### src/rtl/m_scroll_disp.sv
// Scrolling 4-digit seven-segment message display fed from an external 16-entry message ROM.
// Optional macro M_SCROLL_DISP_DIR_EN adds a 'dir' input for reverse scrolling.
module m_scroll_disp #(
   parameter int REFRESH_DIV = 50000,
   parameter int SCROLL_DIV  = 25000000
) (
   input  logic       clk,
`ifdef M_SCROLL_DISP_DIR_EN
   input  logic       dir,
`endif
   input  logic       rst,
   input  logic       mode_in,
   input  logic       pause,
   input  logic [7:0] rom_dat,
   output logic [3:0] rom_adr,
   output logic       rom_mode,
   output logic [7:0] seg,
   output logic [3:0] an,
   output logic       busy
);

   localparam int REF_W = (REFRESH_DIV > 1) ? $clog2(REFRESH_DIV) : 1;
   localparam int SCR_W = (SCROLL_DIV > 1) ? $clog2(SCROLL_DIV) : 1;
   localparam logic [REF_W-1:0] REF_LAST = REF_W'(REFRESH_DIV - 1);
   localparam logic [SCR_W-1:0] SCR_LAST = SCR_W'(SCROLL_DIV - 1);

   typedef enum logic {FILL, SHOW} state_t;

   state_t     r_state, w_stateNext;
   logic [1:0] r_k, w_kNext;
   logic [3:0] r_offset, w_offsetNext, w_stepOffset;
   logic       r_romMode, w_romModeNext;
   logic       r_pending, w_pendingNext;
   logic       w_dispLoad;
   logic       w_scrollTick;

   logic [7:0] r_fillBuf [4];
   logic [7:0] r_dispBuf [4];

   logic [REF_W-1:0] r_refCnt;
   logic [SCR_W-1:0] r_scrCnt;
   logic [1:0]       r_digit;
   logic [1:0]       w_digitNext;
   logic [7:0]       r_seg;
   logic [3:0]       r_an;

   assign w_scrollTick = !pause && (r_scrCnt == SCR_LAST);

`ifdef M_SCROLL_DISP_DIR_EN
   assign w_stepOffset = dir ? (r_offset - 4'd1) : (r_offset + 4'd1);
`else
   assign w_stepOffset = r_offset + 4'd1;
`endif

   // Next-state logic: a mode change beats a scroll tick, and ticks arriving mid-fill are parked in r_pending.
   always_comb begin
      w_stateNext   = r_state;
      w_kNext       = r_k;
      w_offsetNext  = r_offset;
      w_romModeNext = r_romMode;
      w_pendingNext = r_pending;
      w_dispLoad    = 1'b0;
      case (r_state)
         FILL: begin
            w_pendingNext = r_pending | w_scrollTick;
            w_kNext       = r_k + 2'd1;
            if (r_k == 2'd3) begin
               w_stateNext = SHOW;
               w_dispLoad  = 1'b1;
            end
         end
         SHOW: begin
            if (mode_in != r_romMode) begin
               w_romModeNext = mode_in;
               w_offsetNext  = 4'd0;
               w_pendingNext = 1'b0;
               w_stateNext   = FILL;
               w_kNext       = 2'd0;
            end else if (w_scrollTick || r_pending) begin
               w_offsetNext  = w_stepOffset;
               w_pendingNext = 1'b0;
               w_stateNext   = FILL;
               w_kNext       = 2'd0;
            end
         end
         default: begin
            w_stateNext = FILL;
            w_kNext     = 2'd0;
         end
      endcase
   end

   // State register plus the fill and display buffers; the last character goes straight from rom_dat into disp_buf.
   always_ff @(posedge clk) begin
      if (rst) begin
         r_state   <= FILL;
         r_k       <= 2'd0;
         r_offset  <= 4'd0;
         r_romMode <= mode_in;
         r_pending <= 1'b0;
         for (int i = 0; i < 4; i++) begin
            r_fillBuf[i] <= 8'hFF;
            r_dispBuf[i] <= 8'hFF;
         end
      end else begin
         r_state   <= w_stateNext;
         r_k       <= w_kNext;
         r_offset  <= w_offsetNext;
         r_romMode <= w_romModeNext;
         r_pending <= w_pendingNext;
         if (r_state == FILL) begin
            r_fillBuf[r_k] <= rom_dat;
         end
         if (w_dispLoad) begin
            r_dispBuf[0] <= r_fillBuf[0];
            r_dispBuf[1] <= r_fillBuf[1];
            r_dispBuf[2] <= r_fillBuf[2];
            r_dispBuf[3] <= rom_dat;
         end
      end
   end

   assign w_digitNext = r_digit + 2'd1;

   // Digit multiplexing: seg/an only move on refresh ticks, independent of pause.
   always_ff @(posedge clk) begin
      if (rst) begin
         r_refCnt <= '0;
         r_digit  <= 2'd3;
         r_seg    <= 8'hFF;
         r_an     <= 4'b1111;
      end else if (r_refCnt == REF_LAST) begin
         r_refCnt <= '0;
         r_digit  <= w_digitNext;
         r_an     <= ~(4'b0001 << w_digitNext);
         r_seg    <= r_dispBuf[w_digitNext];
      end else begin
         r_refCnt <= r_refCnt + 1'b1;
      end
   end

   always_ff @(posedge clk) begin
      if (rst) begin
         r_scrCnt <= '0;
      end else if (!pause) begin
         r_scrCnt <= (r_scrCnt == SCR_LAST) ? '0 : r_scrCnt + 1'b1;
      end
   end

   assign rom_adr  = (r_state == FILL) ? (r_offset + {2'b00, r_k}) : r_offset;
   assign rom_mode = r_romMode;
   assign busy     = (r_state == FILL);
   assign seg      = r_seg;
   assign an       = r_an;

endmodule

### config.mk
export PLATFORM = sky130hd
export DESIGN_NAME = m_scroll_disp
export DESIGN_NICKNAME = d
export VERILOG_FILES = /design/src/rtl/m_scroll_disp.sv
export SDC_FILE = /design/constraint.sdc
export NUM_CORES = 1
export LEC_CHECK = 0
export ABC_AREA = 1
export CELL_PAD_IN_SITES_DETAIL_PLACEMENT = 1
export CELL_PAD_IN_SITES_GLOBAL_PLACEMENT = 1
export CORE_UTILIZATION = 43
export CTS_BUF_LIST = sky130_fd_sc_hd__clkbuf_2 sky130_fd_sc_hd__clkbuf_4 sky130_fd_sc_hd__clkbuf_8
export DETAILED_ROUTE_END_ITERATION = 7
export HOLD_SLACK_MARGIN = 0.12
export PLACE_DENSITY = 0.82
export SYNTH_ARGS = -nofsm -noshare
export SYNTH_HDL_FRONTEND = slang
export SYNTH_SLANG_ARGS = --single-unit
### constraint.sdc
create_clock -name clk -period 3.4 [get_ports clk]
set_input_delay 0.68 -clock clk [delete_from_list [all_inputs] [get_ports clk]]
set_output_delay 0.68 -clock clk [all_outputs]
set_load 0.02 [all_outputs]
==> run_results.csv <==
group,metric,value,unit
floorplanning,die-area,13300,µm²
floorplanning,die_y,115,µm
floorplanning,ios,30,
finish,final_nets,686,
timing,max_freq,320,MHz
route,vias_per_cell,5.01,
synth,yosysUniqueCellTypes,42,
timing,period_needed,3130,ps
clock_tree,htreeDepth,4,
timing,timing.final.crit_share,92.0,%
global_route,grt_pass1_vias,4374,
power_and_ir_drop,clkPwrFrac,40.8,%
job,max_cap_violations,0,
global_route,grt_overflow,0,
placed_design,io_buffer_count,29,
clock_tree,ctsHoldBuffers,0,
global_route,grt_pass1_wl,21000,µm
timing,setup_tns,0,ps
finish,diodes,0,
worst_setup_path,worstPathMaxFanout,5,
floorplanning,core-area,12600,µm²
worst_setup_path,endpoint_kind,"output port",
route,drt-pass1-iter-count,4,
route,wl,12700,µm
synth,synth_cells,623,
power_and_ir_drop,vdd_drop_max,0.211,mV
synth,dominantRegCellSynth,"dfxtp_1",
worst_setup_path,crit_arrival,2450,ps
worst_setup_path,setup.worst_path.start_class,"register",
synth,synth-edff-count,57,
finish,drive_gt1_share,16.1,%
clock_tree,root_buffer,"clkbuf_8",
placed_design,dpl.hpwl,9290,µm
power_and_ir_drop,seq_power_share,53.6,%
power_and_ir_drop,pwr-share-comb,5.6,%
timing,rsz0062_at_grt,"false",
synth,syn_area,5540,µm²
timing,setup-violations-final,0,
floorplanning,die_w,115,µm
route,drt_iter0_drc,233,
global_route,grt_max_degree,33,
power_and_ir_drop,leakagePower,2.28,nW
timing,hold_violations,0,
synth,ys_warn_count,0,
power_and_ir_drop,total_power,0.00292,W
route,routedWlPerCell,15.0,µm
timing,tightest_slew,621,ps
finish,syn_to_final_growth,15.2,%
placed_design,gp_congestion,0.846,
synth,syn_nets,646,
clock_tree,clk_latency,450,ps
timing,fin_skew,16.7,ps
synth,synth_seq_cells,120,
route,drc,0,
hold_path,worstHoldPathType,"register to register",
power_and_ir_drop,switching_share,23.2,%
floorplanning,rows,41,
outcome,outcome,"complete, no violations",
worst_setup_path,path_class,"register to output port",
power_and_ir_drop,intPower,0.00224,W
clock_tree,path_clk_slew,70,ps
global_route,grt_use_total,20.8,%
clock_tree,cts_tree,"yes",
power_and_ir_drop,power.switching,0.000677,W
worst_setup_path,cp-startpoint,"r_k[0]",
worst_setup_path,r2r_cells,8,
worst_setup_path,r2r_start,"r_digit[0]",
global_route,grt_antenna_before_repair,0,
synth,syn-mean-instance-area,8.89,µm²
clock_tree,cts.sinks,120,
worst_setup_path,crit_end,"rom_adr[1]",
timing,slew_violations,0,
clock_tree,cts-buffers-inserted,17,
floorplanning,start_util,44.1,%
timing,maxSlewHeadroom,58.5,%
route,ant_nets,0,
route,num_vias,4248,
clock_tree,cts_setup_buffers,0,
power_and_ir_drop,pwr_density_cell,457,nW/µm²
worst_setup_path,required,2720,ps
clock_tree,cts_resized,0,
worst_setup_path,reg2reg_to,"seg[2]",
synth,ys_async_sr_fraction,0,%
worst_setup_path,reg2reg_setup_slack,1200,ps
synth,ys_seq_area_share,53.7,%
clock_tree,clock_path_buffers,2,
## state kept, by name (all words and copies together) (netlist names)
signal,count
an,4
r_digit,2
r_dispBuf,32
r_fillBuf,24
r_k,2
r_offset,4
r_pending,1
r_refCnt,16
r_scrCnt,25
r_state,1
rom_mode,1
seg,8
## Yosys cell counts (2+ instances only)
master    instances  area, µm²
inv_2             7       26.3
nor2_1           78        293
clkbuf_1          6       22.5
a21oi_1          19       95.1
o22ai_1           8       50.1
clkinv_1          3       11.3
dfxtp_1          63       1260
nor3_1            5       25.0
nand2_1         133        499
xor2_1           12        105
nor3b_1           3       22.5
o211ai_1          5       37.5
nand3_2           3       30.0
ha_1             10        125
nand4_1          12       75.1
inv_4             2       12.5
nand2_2           6       37.5
nor2_4            5       56.3
xnor2_1           2       17.5
nor2_2            8       50.1
inv_1            62        233
buf_2             4       20.0
nor4_1            4       25.0
buf_6             3       33.8
o21ai_0          27        135
o21ai_2           7       61.3
or2_2            25        156
and2_1            2       12.5
a21oi_2           2       17.5
nor3_4            2       32.5
nand3_1          27        135
or2_0             2       12.5
edfxtp_1         57       1710
## cells by family after synthesis
| group | count (synthesis) | synth area share, % |
|---|---|---|
| fa+ha+maj | 11 | 2.62 |
| xor+xnor | 14 | 2.21 |
| simple gates | 320 | 27.4 |
| compound gates | 70 | 7.46 |
| flops | 120 | 53.7 |
| buf+inv | 88 | 6.62 |
## worst min path at each step
| stage | from | endpoint | depth (start not counted) |
|---|---|---|---|
| 6_report | r_refCnt[0] | r_refCnt[0] | 1 |
| 3_5_place_dp | r_refCnt[0] | r_refCnt[0] | 1 |
| 4_1_cts | r_refCnt[0] | r_refCnt[0] | 1 |
| 3_3_place_gp | r_refCnt[0] | r_refCnt[0] | 1 |
| 2_1_floorplan | r_refCnt[0] | r_refCnt[0] | 1 |
| 5_1_grt | r_refCnt[0] | r_refCnt[0] | 1 |
## placed cells by master (no fill, tap or decap), drive strengths merged, types with 2 or more instances in the layout
cell type        n
buf              6
nand2          141
inv             71
xnor2            2
nand3           30
clkbuf          23
nand4           12
nor3             8
clkdlybuf4s50   29
nor4             4
edfxtp          57
o22ai            8
ha              10
dfxtp           63
xor2            12
nor2            91
o21ai           34
a21oi           21
or2             27
clkinv           9
and2             2
o211ai           5
clkinvlp         2
nor3b            3
## stage by stage
step / instance area, µm² / hold slack (ps) / utilization, % / setup slack, ps / std cells
final: 6380 / 447 / 50.8 / 274 / 848
after CTS: 6380 / 451 / 50.8 / 246 / 848
after global placement: 6010 / 421 / 47.8 / 785 / 816
after global routing: 6380 / 471 / 50.8 / 144 / 848
after floorplan: 5540 / 412 / - / 20.2 / 623
after detailed placement: 6010 / 442 / 47.8 / 688 / 816
## cell type report
type	instances	area [µm²]
Inverter	74	283
Tap cell	172	215
Multi-Input combinational cell	415	2200
Clock buffer	23	292
Timing Repair Buffer	35	335
Clock inverter	9	78.8
Sequential cell	120	2970
Fill cell	1465	6190
## layer usage
metal | vias up | part of all wire [%] | global-route usage [%]
met5 | - | 0 | 0
met4 | 0 | 2.2 | 8.92
met3 | 25 | 3.2 | 5.75
met2 | 64 | 52 | 37.6
met1 | 2043 | 43 | 22.9
li1 | 2116 | - | -
## power by group through the flow
stage	logic [W]	registers (W)	clock network (W)
after floorplan	0.000104	0.00159	0
after global placement	0.000154	0.00159	0
after detailed placement	0.000162	0.00160	0
after CTS	0.000165	0.00156	0.00122
after global routing	0.000182	0.00157	0.00128
final	0.000163	0.00157	0.00119
## worst max-delay path, stage by stage, from the launching register on
cell and delay, ps:
dfxtp_1 430, ha_1 240, inv_1 80, fa_1 440, o21ai_0 170, clkdlybuf4s50_1 660
(Power assumes the default switching activity.)
==> RTL edit 1 (same settings) <==
Register the outputs `rom_adr` and `busy`, cleared by the reset; this adds one clock of latency there. The other outputs are not delayed to match.
--- a/src/rtl/m_scroll_disp.sv
+++ b/src/rtl/m_scroll_disp.sv
@@ -147,9 +147,16 @@
       end
    end
 
-   assign rom_adr  = (r_state == FILL) ? (r_offset + {2'b00, r_k}) : r_offset;
    assign rom_mode = r_romMode;
-   assign busy     = (r_state == FILL);
+   always_ff @(posedge clk) begin
+      if (rst) begin
+         rom_adr <= '0;
+         busy    <= '0;
+      end else begin
+         rom_adr <= (r_state == FILL) ? (r_offset + {2'b00, r_k}) : r_offset;
+         busy    <= (r_state == FILL);
+      end
+   end
    assign seg      = r_seg;
    assign an       = r_an;
 
Check against the original RTL: not equivalent (a bounded check fails within 4 cycles, from zero or initial values and one cycle with rst high).
==> RTL edit 1 against the original RTL <==
- largest cell class unchanged
- highest routed layer unchanged
- combinational power decreased by 6%
- total power increased by 6.4%
- synthesized area down 1.3%
- worst setup slack gained 0.91 ns
- clock skew decreased by 0.0070 ns
- worst hold slack better by 0.013 ns
- synthesized cell count is 1.8% lower
- cell area decreased by 0.14%
- critical endpoint is now r_refCnt[1]
- routed wire length shrank 5.5%
- sequential cell count rose by 5
==> RTL edit 1: results (changes against the original RTL) <==
- Initial antenna violation count: 0 (unchanged)
- Worst Setup EP: r_refCnt[1]
- Max H-tree Level: 4 (unchanged)
- Clk buf depth: 2 (unchanged)
- Reported leakage power: 2.20 nW (-3.7%)
- Skew final: 0.00973 ns (-0.00699 ns)
- Dominant cells by area after synthesis: edfxtp_1 (31%), dfxtp_1 (25%), nand2_1 (8.7%)
- Worst-path fanout max: 16 (+11)
- WL/cell: 14.4 um (-4.0%)
- Number of instances in the placed design: 803 (-1.6%)
- Post-Syn Nets: 635 (-1.7%)
- I/O Buffers: 29 (unchanged)
- Arr. time, crit path: 2.52 ns (+0.07 ns)
- Worst R2R Setup Slack: 1.33 ns (+0.13 ns)
- First-pass GRT wire length: 20.7 mm (-1.1%)
- GPL Wtd Cong: 0.815 (-3.7%)
- Syn Inst Count: 612 (-1.8%)
- Top_reg_cell synth: dfxtp_1
- Setup bufs post-CTS: 0 (unchanged)
- Max VDD drop: 236 uV (+12%)
- FFs w/ async S/R, synth: 0 (unchanged)
- Layout Nets: 677 (-1.3%)
- R2r endpoint: seg[1]
- Netlist cell types: 36 (-14%)
- Crit. Startpoint: rst
- TritonCTS buffer count: 17 (unchanged)
- Initial DRC count: 190 (-18%)
- Hold depth: 1 (unchanged)
- Largest net degree at the start of global routing: 33 (unchanged)
- Initial DRT Pass Iterations: 4 (unchanged)
- ANT cells: 0 (unchanged)
- Synth top cells by count: nand2_1 (126), nor2_1 (84), dfxtp_1 (68)
- Post-CTS sizing: 0 (unchanged)
- Number of vias in the routed layout: 4,164 (-2.0%)
- Clk slew on worst S/H paths: 0.07 ns (about the same)
- Worst Tran Pin Value: 0.559 ns (-0.0623 ns)
- Gr usage total: 0.203 (-0.00506)
- Tightest Hold Check Type: register to register
- EDFF count, synth: 57 (unchanged)
- R2R Path Start: r_digit[0]
- Worst-case reg-to-reg path depth: 8 (unchanged)
- CTS root buf: clkbuf_8
- Fraction of layout instances using a drive strength above 1: 0.133 (-0.0278)
- Top flop regs: r_dispBuf (32), r_scrCnt (25), r_fillBuf (24)
- Seq/Total Area, Yosys: 0.562 (+0.0253)
- Outcome: finished, final reports clean
- Number of global-route vias before repair: 4,444 (+1.6%)
- Post-DP HPWL: 8.80 mm (-5.2%)
- Yosys warning total: 0 (unchanged)
- Via/cell ratio: 4.99 (-0.45%)
- Clk_lat worst skew: 0.44 ns
==> RTL edit 1: changes by cell type in the layout (fill, tap and decap cells not counted), moves of 4 or more <==
cell      change
nand2_1       -7
nor3_1        +7
o21ai_2       -7
nor2_1        +6
a21oi_1       +5
dfxtp_1       +5
nand3_1       +5
clkbuf_4      -4
inv_1         -4
nand2_2       -4
nand4_1       -4
==> RTL edit 1: how the worst min path moves through the flow <==
stage / from / slack (ns) / endpoint
2_1_floorplan: r_refCnt[0] / 0.41 / r_refCnt[0]
3_3_place_gp: r_refCnt[0] / 0.42 / r_refCnt[0]
3_5_place_dp: r_refCnt[0] / 0.44 / r_refCnt[0]
4_1_cts: r_refCnt[0] / 0.46 / r_refCnt[0]
5_1_grt: r_refCnt[0] / 0.48 / r_refCnt[0]
6_report: r_refCnt[0] / 0.46 / r_refCnt[0]
==> RTL edit 1: where the power goes <==
part | switching (mW) | leakage, nW | internal [mW]
logic | 0.103 | 1.04 | 0.0493
clock network | 0.605 | 0.191 | 0.720
registers | 0.0199 | 0.967 | 1.61
total | 0.729 | 2.20 | 2.38
==> RTL edit 1: routing by layer <==
| layer | share of wire | vias up | global-route usage |
|---|---|---|---|
| li1 | - | 2085 | - |
| met1 | 0.45 | 2001 | 0.236 |
| met2 | 0.51 | 57 | 0.360 |
| met3 | 0.027 | 21 | 0.0422 |
| met4 | 0.019 | 0 | 0.0952 |
| met5 | 0 | - | 0 |
==> RTL edit 1: worst max-delay path: stages <==
cell and delay [ns]:
clkdlybuf4s50_1 0.46, buf_4 0.19, clkinv_1 0.32, buf_4 0.32, nand2_1 0.44, nor2_1 0.10
==> RTL edit 1: cell type report <==
class | instances | area [sq um]
clock inverter | 15 | 173
sequential | 125 | 3070
timing repair buffer | 37 | 350
tap | 168 | 210
fill | 1464 | 5840
multi-input combinational | 407 | 2080
clock buffer | 17 | 234
inverter | 66 | 248
==> RTL edit 1: logic make-up after synthesis <==
kind of cell,count (synthesis),synth area share
compound gates,70,0.0700
buf+inv,80,0.0577
xor+xnor,15,0.0240
simple gates,311,0.260
flops,125,0.562
fa+ha+maj,11,0.0266
==> RTL edit 1: through the flow <==
step | cell area (sq um) | worst slack (ns)
detailed placement | 5960 | 0.712
global route | 6370 | 1.00
finish | 6370 | 1.19
floorplan | 5470 | 0.0202
CTS | 6370 | 1.18
global placement | 5960 | 0.780
==> RTL edit 2 (config.mk and constraints unchanged) <==
Without the edit above. Add a define of `M_SCROLL_DISP_DIR_EN`.
--- a/src/rtl/m_scroll_disp.sv
+++ b/src/rtl/m_scroll_disp.sv
@@ -1,5 +1,7 @@
 // Scrolling 4-digit seven-segment message display fed from an external 16-entry message ROM.
 // Optional macro M_SCROLL_DISP_DIR_EN adds a 'dir' input for reverse scrolling.
+`define M_SCROLL_DISP_DIR_EN
+
 module m_scroll_disp #(
    parameter int REFRESH_DIV = 50000,
    parameter int SCROLL_DIV  = 25000000
Ports: changed (added dir); port bits go from 30 to 31. The function was not compared with the original's and may differ.
==> RTL edit 2 against the original RTL <==
- critical path depth unchanged
- synthesized area decreased by 0.16%
- sequential power barely moved
- final cell count down 0.47%
- cell area is 0.80% higher
- routed wire length is 1.2% lower
- sequential cell count unchanged
- worst setup slack worse by 0.017 ns
- total power rose by 9.9%
- synthesized cell count down 0.64%
- clock power up 23%
- count of clock-buffer cells in the layout down 5
- largest cell class unchanged
==> RTL edit 2: results (changes against the original RTL) <==
- Pre-CTS WS: 0.584 ns (-0.104 ns)
- Skew final: 0.00879 ns (-0.00793 ns)
- Syn Inst Count: 619 (-0.64%)
- Initial DRC count: 159 (-32%)
- Max VDD drop: 324 uV (+54%)
- Number of global-route vias before repair: 4,548 (+4.0%)
- Reported leakage power: 2.29 nW (+0.25%)
- Crit. Startpoint: r_offset[0]
- Wire length on met3: 368 um (-10%)
- Initial DRT Pass Iterations: 5 (+1)
- Worst Tran Pin Value: 1.14 ns (+0.519 ns)
- Post-DP HPWL: 9.13 mm (-1.6%)
- Post-Syn Nets: 645 (-0.15%)
- Outcome: finished, final reports clean
- Crit-path max cell delay: 0.68 ns (+0.02 ns)
- Number of vias in the routed layout: 4,265 (+0.40%)
- Hold slack: 0.462 ns (+0.0151 ns)
- DRT met1 WL: 5.43 mm (-0.53%)
- Worst R2R Setup Slack: 1.17 ns (-0.03 ns)
- Layout Nets: 685 (-0.15%)
- First-pass GRT wire length: 21.3 mm (+1.4%)
- R2r endpoint: r_fillBuf[2][0]
- Worst-case reg-to-reg path depth: 5 (-3)
- Dominant cells by area after synthesis: edfxtp_1 (31%), dfxtp_1 (23%), nand2_1 (8.7%)
- Wire length on met2: 6.54 mm (-0.74%)
- Seq/Total Area, Yosys: 0.538 (+0.000850)
- Fillers: 1,461 (-0.27%)
- Synth top cells by count: nand2_1 (128), nor2_1 (77), inv_1 (64)
-- RTL edit 2: kinds of logic after synthesis --
| group | Yosys count | synth area share |
|---|---|---|
| and+or+nand+nor | 316 | 0.265 |
| DFF | 120 | 0.538 |
| buffers and inverters | 83 | 0.0656 |
| AOI/OAI and AO/OA | 74 | 0.0790 |
| xor gates and xnor gates | 13 | 0.0206 |
| adders and majority gates | 13 | 0.0321 |
-- RTL edit 2: report_power, final --
group	internal (mW)	switching [mW]
logic	0.0587	0.118
registers	1.55	0.0190
clock network	0.871	0.594
total	2.48	0.731
-- RTL edit 2: how the worst max path moves through the flow --
stage                                 end  slack (ns)
after global routing           rom_adr[1]        0.09
final                          rom_adr[1]        0.26
after floorplan           r_dispBuf[0][0]        0.02
after CTS                      rom_adr[1]        0.19
after detailed placement  r_fillBuf[0][2]        0.58
after global placement    r_fillBuf[0][7]        0.66
-- RTL edit 2: area by class of cell --
cell class,instances,area (sq um),area share
Sequential cell,120,2970,0.462
Multi-Input combinational cell,416,2200,0.342
Timing Repair Buffer,34,330,0.0514
Inverter,70,268,0.0416
Clock buffer,18,241,0.0376
Tap cell,172,215,0.0335
Clock inverter,14,205,0.0319
-- RTL edit 2: through the flow --
step	area, sq um	total power [mW]
5_1_grt	6430	3.31
4_1_cts	6430	3.24
3_5_place_dp	5980	1.78
3_3_place_gp	5980	1.76
2_1_floorplan	5530	1.71
6_report	6430	3.21
-- RTL edit 2: metal layers --
layer	up-vias	global-route usage
met5	-	0
met4	0	0.104
met3	23	0.0506
met2	58	0.372
met1	2071	0.232
li1	2113	-
